**src/rtl/fetch_controller.sv**
```systemverilog
// fetch_controller
//   Sequences instruction fetch around the program counter. Issues PC addresses to
//   instruction memory over a req/ready + rvalid handshake with at most one request
//   outstanding, hands each fetched instruction to decode over valid/ready, and applies
//   branch/jump redirects while discarding stale responses.
//
//   Optional feature macro: FETCH_TIMEOUT_EN
//     defined   - WAIT-state cycle counter; after TIMEOUT_CYCLES without a response
//                 fetch_err is set (sticky until start/reset) and the FSM returns to IDLE.
//     undefined - no counter, fetch_err tied low, WAIT waits indefinitely.
//
// Ports
//   clock, reset_n            clock (rising edge), asynchronous active-low reset
//   start                     pulse in IDLE: begin fetching from fetch_pc
//   redirect_valid/_pc        redirect request and target (bits [1:0] ignored)
//   imem_req/_addr            fetch request and address to instruction memory
//   imem_ready                request accepted when imem_req && imem_ready
//   imem_rvalid/_rdata        response valid and instruction
//   inst_valid/_data/_pc      instruction presented to decode
//   inst_ready                decode consumes when inst_valid && inst_ready
//   fetch_pc                  next PC to be requested
//   fetch_err                 sticky fetch timeout flag
module fetch_controller #(
  parameter int unsigned XLEN           = 64,
  parameter int unsigned INST_W         = 32,
`ifdef FETCH_TIMEOUT_EN
  parameter int unsigned TIMEOUT_CYCLES = 255,
`endif
  parameter logic [XLEN-1:0] RESET_PC   = '0
) (
  input  logic              clock,
  input  logic              reset_n,
  input  logic              start,
  input  logic              redirect_valid,
  input  logic [XLEN-1:0]   redirect_pc,
  output logic              imem_req,
  output logic [XLEN-1:0]   imem_addr,
  input  logic              imem_ready,
  input  logic              imem_rvalid,
  input  logic [INST_W-1:0] imem_rdata,
  output logic              inst_valid,
  output logic [INST_W-1:0] inst_data,
  output logic [XLEN-1:0]   inst_pc,
  input  logic              inst_ready,
  output logic [XLEN-1:0]   fetch_pc,
  output logic              fetch_err
);

  typedef enum logic [1:0] {
    ST_IDLE,
    ST_FETCH,
    ST_WAIT,
    ST_HOLD
  } state_t;

  localparam logic [XLEN-1:0] PC_MASK = {{(XLEN-2){1'b1}}, 2'b00};

  state_t              state_q;
  logic [XLEN-1:0]     fetch_pc_q;
  logic [XLEN-1:0]     req_pc_q;
  logic [XLEN-1:0]     inst_pc_q;
  logic [INST_W-1:0]   inst_data_q;
  logic                inst_valid_q;
  logic                drop_q;
  logic [XLEN-1:0]     redir_pc_d;
  logic [XLEN-1:0]     pc_plus4_d;

  assign redir_pc_d = redirect_pc & PC_MASK;
  assign pc_plus4_d = fetch_pc_q + XLEN'(4);

`ifdef FETCH_TIMEOUT_EN
  localparam int unsigned CNT_W = $clog2(TIMEOUT_CYCLES + 1);
  logic [CNT_W-1:0] to_cnt_q;
  logic             fetch_err_q;
  logic             timeout_d;

  // Fires on the TIMEOUT_CYCLES-th consecutive WAIT cycle without a response.
  assign timeout_d = (state_q == ST_WAIT) && !imem_rvalid &&
                     (to_cnt_q == CNT_W'(TIMEOUT_CYCLES - 1));
  assign fetch_err = fetch_err_q;

  always_ff @(posedge clock or negedge reset_n) begin
    if (!reset_n) begin
      to_cnt_q    <= '0;
      fetch_err_q <= 1'b0;
    end else begin
      if (state_q == ST_WAIT && !imem_rvalid && !timeout_d) begin
        to_cnt_q <= to_cnt_q + CNT_W'(1);
      end else begin
        to_cnt_q <= '0;
      end
      if (timeout_d) begin
        fetch_err_q <= 1'b1;
      end else if (state_q == ST_IDLE && start) begin
        fetch_err_q <= 1'b0;
      end
    end
  end
`else
  assign fetch_err = 1'b0;
`endif

  assign imem_req   = (state_q == ST_FETCH);
  assign imem_addr  = fetch_pc_q;
  assign fetch_pc   = fetch_pc_q;
  assign inst_valid = inst_valid_q;
  assign inst_data  = inst_data_q;
  assign inst_pc    = inst_pc_q;

  always_ff @(posedge clock or negedge reset_n) begin
    if (!reset_n) begin
      state_q      <= ST_IDLE;
      fetch_pc_q   <= RESET_PC;
      req_pc_q     <= '0;
      inst_pc_q    <= '0;
      inst_data_q  <= '0;
      inst_valid_q <= 1'b0;
      drop_q       <= 1'b0;
    end else begin
      case (state_q)
        ST_IDLE: begin
          if (redirect_valid) begin
            fetch_pc_q <= redir_pc_d;
          end
          if (start) begin
            state_q <= ST_FETCH;
          end
        end
        ST_FETCH: begin
          if (imem_ready) begin
            req_pc_q <= fetch_pc_q;
            // A redirect in the acceptance cycle makes the just-issued request stale.
            drop_q   <= redirect_valid;
            state_q  <= ST_WAIT;
          end
          if (redirect_valid) begin
            fetch_pc_q <= redir_pc_d;
          end else if (imem_ready) begin
            fetch_pc_q <= pc_plus4_d;
          end
        end
        ST_WAIT: begin
          if (redirect_valid) begin
            fetch_pc_q <= redir_pc_d;
          end
`ifdef FETCH_TIMEOUT_EN
          if (timeout_d) begin
            drop_q  <= 1'b0;
            state_q <= ST_IDLE;
          end else
`endif
          if (imem_rvalid) begin
            drop_q <= 1'b0;
            if (drop_q || redirect_valid) begin
              state_q <= ST_FETCH;
            end else begin
              inst_data_q  <= imem_rdata;
              inst_pc_q    <= req_pc_q;
              inst_valid_q <= 1'b1;
              state_q      <= ST_HOLD;
            end
          end else if (redirect_valid) begin
            drop_q <= 1'b1;
          end
        end
        ST_HOLD: begin
          if (redirect_valid) begin
            fetch_pc_q <= redir_pc_d;
          end
          if (redirect_valid || inst_ready) begin
            inst_valid_q <= 1'b0;
            state_q      <= ST_FETCH;
          end
        end
        default: state_q <= ST_IDLE;
      endcase
    end
  end

endmodule

```
**config.mk**
```make
export PLATFORM = sky130hd
export DESIGN_NAME = fetch_controller
export DESIGN_NICKNAME = d
export VERILOG_FILES = /design/src/rtl/fetch_controller.sv
export SDC_FILE = /design/constraint.sdc
export NUM_CORES = 1
export LEC_CHECK = 0
export BUFFER_PORTS_ARGS = -buffer_cell sky130_fd_sc_hd__buf_2
export CAP_MARGIN = 20
export CORE_ASPECT_RATIO = 0.6
export CORE_MARGIN = 2
export CORE_UTILIZATION = 35
export DETAILED_ROUTE_END_ITERATION = 12
export GPL_TIMING_DRIVEN = 0
export PLACE_DENSITY = 0.6
export SYNTH_ARGS = -nofsm -noshare
export SYNTH_HDL_FRONTEND = slang
export SYNTH_SLANG_ARGS = --single-unit
```
**constraint.sdc**
```tcl
create_clock -name clock -period 3 [get_ports clock]
set_clock_uncertainty 0.2 [all_clocks]
set_input_delay 0.3 -clock clock [delete_from_list [all_inputs] [get_ports clock]]
set_output_delay 0.3 -clock clock [all_outputs]
set_load 0.03 [all_outputs]
```
==> results.cfg, run 1 <==
[detailed_routing]
vias = 8633
drtIter0Drc = 691
drt_wl_total_microns = 34200
wl_per_cell_microns = 19.4
antenna_left = 0
drc = 0
drt-pass1-iter-count = 6
viasPerCell = 4.89

[die]
initial_core_util = 0.358
die-width_microns = 226
die_y_microns = 137
ioPinCount = 330
rows = 48
dieArea_sq_um = 31100
coreArea_sq_um = 28900

[clocking]
cts.sinks = 222
htree_num_levels = 1
cts-root-buf = clkbuf_16
cts_tree = yes
path_clk_slew_ps = 70
clk_latency_ps = 520
cts-buffers-inserted = 23
clockBufferDepth = 3

[grt]
grt_max_degree = 113
grt_pass1_wl_microns = 51800
overflow = 0
grt_use_total = 0.220
grt_pass1_vias = 8590
antenna_found_initial = 5

[setup_path]
crit_type = flip-flop to flip-flop
critPathArrivalTime_ps = 3130
required_ps = 3200
crit_fanout = 10
startpoint_type = flip-flop
critPathCaptureType = flip-flop

[status]
outcome = complete, no violations

[power]
p_clk_frac = 0.236
p_leak_nw = 6.82
p_int_w = 0.00766
switching_power_w = 0.00479
pwr-share-comb = 0.377
power.density_nw_per_um2 = 867
swShare = 0.385
ir_worst_vdd_v = 0.000425
p_seq_frac = 0.387

[synthesis]
syn_inst = 895
ys_warn_count = 0
synth_ff_type = dfrtp_1
synth_area_per_cell_sq_um = 11.6
synth_edf_count = 0
syn_area_sq_um = 10400
ys_ff_latch = 222
yosysSeqAreaShare = 0.535
yosysUniqueCellTypes = 56
async_flop_share = 1.00

[timing]
worst_pin_slew_ps = 863
final.setup.tns_ps = 0
slew_headroom = 0.423
worst_slack_ps = 70.5
max_freq_ghz = 0.341
fin_crit_ps = 2930
maxSlewViolCount = 0
rsz0062_at_grt = false
hold_violations = 0
timing.final.crit_share = 0.976
finalSetupViolCount = 0

[final_layout]
fill_cells = 2749
layout-drive-gt1-share = 0.455
areaGrowthSynthToFinish_pct = 38.4
fin_nets = 1452

[placement]
post-place-ws_ps = -467
place_congestion = 0.833
portBuffers = 320
hpwl_microns = 24900

[min_path]
hold_path.class = input pin to flip-flop

[job]
maxCapViolCount = 0
==> final timing paths <==
check                          startpoint       endpoint  slack, ps  cells after the start
min in group asynchronous         reset_n  inst_data[20]        250                      2
setup / recovery             fetch_pc[12]   fetch_pc[57]         70                      6
setup reg to reg             fetch_pc[12]   fetch_pc[57]         70                      6
max in group asynchronous         reset_n    fetch_pc[3]       1220                      3
hold reg to reg              req_pc_q[38]   req_pc_q[38]        280                      2
hold / removal             redirect_valid     inst_valid         40                      4
==> what timing repair did <==
action	CTS	global route
endpoints found under the hold margin	204	0
pin swaps	1	1
hold buffers	95	0
endpoints found under the setup margin	98	36
gates resized for setup	7	14
buffers inserted	2	1
==> flip-flops by register name, indices dropped and copies added, names as in the netlist <==
register / cells
state_q: 2
inst_data: 32
fetch_pc: 62
req_pc_q: 62
drop_q: 1
inst_valid: 1
inst_pc: 62
==> through the flow <==
step | power, W | utilization | instances | hold WS [ps] | area (sq um)
after CTS | 0.0126 | 0.494 | 1759 | 30.4 | 14300
after floorplan | 0.00793 | - | 901 | -196 | 10400
after global placement | 0.00935 | 0.432 | 1621 | 266 | 12500
final | 0.0125 | 0.496 | 1764 | 42.6 | 14400
after detailed placement | 0.00947 | 0.434 | 1623 | 231 | 12600
after global routing | 0.0132 | 0.496 | 1762 | 70.5 | 14400
==> worst max-delay path, stage by stage (launching register included) <==
cell	delay, ps
dfrtp_1	550
and4_1	430
nand3_1	300
or4_4	550
nor4_2	380
xor2_1	110
mux2_2	270
==> layout by cell type, fill, tap and decap left out, drive strengths merged, types with 2 or more instances in the layout <==
master | Yosys | layout
buf | 87 | 411
dfrtp | 222 | 222
mux2 | 153 | 153
dlygate4sd3 | 0 | 95
nand2 | 75 | 75
clkbuf | 21 | 55
o21ai | 49 | 49
nor2 | 39 | 39
nand3 | 33 | 33
nor3 | 26 | 26
nand4 | 22 | 22
xor2 | 17 | 17
xnor2 | 17 | 17
and3 | 17 | 17
inv | 15 | 15
nor4 | 13 | 13
a21oi | 8 | 8
and4 | 8 | 8
and2 | 8 | 8
conb | 1 | 7
a31oi | 6 | 6
o22ai | 6 | 6
ha | 6 | 6
diode | 0 | 5
or3 | 5 | 5
a311oi | 5 | 5
or4 | 5 | 5
a221oi | 4 | 4
o32ai | 3 | 3
nor3b | 3 | 3
clkinv | 1 | 3
o211a | 2 | 2
nor2b | 2 | 2
or2 | 2 | 2
nand2b | 2 | 2
bufinv | 0 | 2
==> synthesized netlist by cell type, drive strengths merged, types with 2 or more instances <==
master	number	area [sq um]
dfrtp	222	5560
mux2	153	1720
buf	87	604
nand2	75	282
o21ai	49	245
nor2	39	154
nand3	33	165
nor3	26	135
nand4	22	153
clkbuf	21	78.8
and3	17	106
xnor2	17	149
xor2	17	149
inv	15	56.3
nor4	13	130
a21oi	8	40.0
and2	8	50.1
and4	8	70.1
a31oi	6	37.5
ha	6	75.1
o22ai	6	37.5
a311oi	5	43.8
or3	5	31.3
or4	5	48.8
a221oi	4	35.0
nor3b	3	22.5
o32ai	3	26.3
nand2b	2	12.5
nor2b	2	12.5
o211a	2	20.0
or2	2	12.5
==> layout make-up <==
class	count	area [sq um]	share of cell area
Tap cell	400	500	0.0349
Sequential cell	222	5560	0.387
Clock buffer	36	684	0.0477
Buffer	105	678	0.0472
Inverter	16	60.1	0.00418
Multi-Input combinational cell	555	4160	0.290
Clock inverter	5	77.6	0.00540
Timing Repair Buffer	420	2630	0.183
Antenna cell	5	12.5	0.000871
==> per-layer routing <==
metal,wire (microns),global-route usage,vias up
li1,-,-,4024
met1,16700,0.325,4262
met2,14500,0.330,307
met3,2400,0.0535,38
met4,548,0.0384,2
met5,11,0,-
==> cells by family after synthesis <==
| group | Yosys count | synth area share |
|---|---|---|
| AND/OR/NAND/NOR | 261 | 0.134 |
| flip-flops | 222 | 0.535 |
| multiplexers | 153 | 0.166 |
| buffers and inverters | 124 | 0.0716 |
| AO/OA/AOI/OAI | 94 | 0.0561 |
| XOR/XNOR | 34 | 0.0287 |
| adder cells (fa/ha/maj) | 6 | 0.00724 |
| other | 1 | 0.000361 |
==> power by group through the flow <==
stage | registers [W] | logic (W) | clock network [W]
2_1_floorplan | 0.00605 | 0.00188 | 0
4_1_cts | 0.00481 | 0.00473 | 0.00303
5_1_grt | 0.00497 | 0.00503 | 0.00318
3_5_place_dp | 0.00486 | 0.00462 | 0
3_3_place_gp | 0.00481 | 0.00454 | 0
6_report | 0.00482 | 0.00470 | 0.00294
(Power assumes the default switching activity.)
==> run 2, diff against run 1 <==
--- a/config.mk
+++ b/config.mk
@@ -12,7 +12,7 @@
 export CORE_UTILIZATION = 35
 export DETAILED_ROUTE_END_ITERATION = 12
 export GPL_TIMING_DRIVEN = 0
-export PLACE_DENSITY = 0.6
+export PLACE_DENSITY = 0.63
 export SYNTH_ARGS = -nofsm -noshare
 export SYNTH_HDL_FRONTEND = slang
 export SYNTH_SLANG_ARGS = --single-unit
==> constraint.sdc (replaced) <==
create_clock -name clock -period 2.4 [get_ports clock]
set_clock_uncertainty 0.2 [all_clocks]
set_input_delay 0.24 -clock clock [delete_from_list [all_inputs] [get_ports clock]]
set_output_delay 0.24 -clock clock [all_outputs]
set_load 0.03 [all_outputs]
==> run 2 against run 1 <==
  * The run now ends with setup timing left
  * Clock-buffer cell count decreased by 7
  * Cell count increased by 3.3%
  * Core utilization increased by 3.0 points
  * Register-to-register slack got worse by 130 ps
  * Via count increased by 3.8%
  * Hold slack improved by 33 ps
==> results.cfg, run 2 (synthesis gave the netlist of run 1 again) <==
[power]
ir_worst_vdd_v = 0.000493
p_int_w = 0.00976
swShare = 0.388
p_leak_nw = 7.21
switching_power_w = 0.00618
p_clk_frac = 0.228
power.density_nw_per_um2 = 1050
p_seq_frac = 0.373
pwr-share-comb = 0.399

[setup_path]
crit_type = flip-flop to flip-flop
startpoint_type = flip-flop
critPathCaptureType = flip-flop
required_ps = 2610
crit_fanout = 2
critPathArrivalTime_ps = 2670

[status]
outcome = finished, violations left
violations = setup timing

[clocking]
cts-buffers-inserted = 23
cts-root-buf = clkbuf_16
cts.sinks = 222
htree_num_levels = 1
path_clk_slew_ps = 70
clockBufferDepth = 3
cts_tree = yes
clk_latency_ps = 520

[detailed_routing]
drtIter0Drc = 636
antenna_left = 0
wl_per_cell_microns = 19.2
drt_wl_total_microns = 34900
drc = 0
viasPerCell = 4.92
drt-pass1-iter-count = 5
vias = 8962

[placement]
place_congestion = 0.886
portBuffers = 320
post-place-ws_ps = -1050
hpwl_microns = 24500

[die]
rows = 48
coreArea_sq_um = 28900
die_y_microns = 137
ioPinCount = 330
dieArea_sq_um = 31100
initial_core_util = 0.358
die-width_microns = 226

[final_layout]
layout-drive-gt1-share = 0.535
layout_commonest_cell = buf_2
final_cell_mix = buf_2, dfrtp_1, mux2_2, buf_4, dlygate4sd3_1
final_util = 0.526
fin_nets = 1513
areaGrowthSynthToFinish_pct = 46.7

[timing]
hold_violations = 0
worst_pin_slew_ps = 912
timing.final.crit_share = 1.03
rsz0062_at_grt = true
worst_slack_ps = -63.5
finalSetupViolCount = 1
slew_headroom = 0.392
final.setup.tns_ps = -63.5
max_freq_ghz = 0.406
maxSlewViolCount = 0
fin_crit_ps = 2460

[grt]
grt_pass1_vias = 8513
antenna_found_initial = 4
overflow = 0
grt_use_total = 0.218
grt_pass1_wl_microns = 51700
grt_max_degree = 113

[job]
maxCapViolCount = 0

[min_path]
hold_path.class = input pin to flip-flop
==> run 2: cell types whose count changed in the layout (fill, tap and decap cells not counted), moves of 7 or more <==
cell | before | now
nand2_1 | 75 | 68
clkbuf_1 | 23 | 15
nor3_1 | 25 | 18
dfrtp_1 | 220 | 189
buf_4 | 73 | 133
dfrtp_2 | 2 | 33
nand2_2 | 0 | 7
nor3_2 | 1 | 8
nand3_1 | 33 | 25
==> run 2: critical path, cell delays in order, from the launching register on <==
cell	delay, ps
dfrtp_2	390
ha_4	160
nand3_4	90
or4_4	570
nor2_4	140
nand4_1	170
or4_1	500
o211a_1	130
==> run 2: layout make-up <==
class	instances	area [sq um]
Inverter	16	60.1
Sequential cell	222	5600
Antenna cell	3	7.51
Timing Repair Buffer	483	3130
Multi-Input combinational cell	555	4430
Fill cell	2646	13700
Clock inverter	11	123
Buffer	103	746
Clock buffer	29	628
Tap cell	400	500
==> run 2: power by group through the flow <==
stage,logic [W],clock network [W],registers (W)
after CTS,0.00629,0.00374,0.00595
after global placement,0.00569,0,0.00604
after floorplan,0.00238,0,0.00758
after detailed placement,0.00578,0,0.00609
final,0.00636,0.00363,0.00595
after global routing,0.00676,0.00390,0.00614
==> run 2: per-stage QoR <==
step                      hold WS (ps)  power (W)  cell area, sq um  cells
after floorplan                   -256    0.00996             10500    901
after global placement             248     0.0117             12600   1621
after detailed placement           172     0.0119             12600   1622
after CTS                         18.8     0.0160             14900   1799
after global routing               104     0.0168             15200   1822
final                             75.5     0.0159             15200   1822
==> run 2: worst paths after layout <==
kind,start,to,slack (ps),cells after the start
hold reg to reg,req_pc_q[38],req_pc_q[38],290,2
hold / removal,redirect_valid,fetch_pc[12],80,5
min in group asynchronous,reset_n,inst_pc[63],160,2
max in group asynchronous,reset_n,fetch_pc[5],780,3
setup / recovery,fetch_pc[3],fetch_pc[52],-60,7
setup reg to reg,fetch_pc[3],fetch_pc[52],-60,7
==> run 2: layer usage <==
layer	part of all wire	up-vias	track usage	wire length, microns
met5	0	-	0	0
met4	0.013	0	0.0384	463
met1	0.48	4425	0.330	16600
li1	-	4140	-	-
met3	0.087	33	0.0520	3050
met2	0.42	364	0.319	14800
==> run 2: what timing repair did <==
item,in CTS,in global routing
hold buffers,99,0
endpoints found under the setup margin,163,95
pin swaps,13,19
gates resized for setup,69,30
endpoints found under the hold margin,209,0
setup buffers,41,22
cloned,0,1
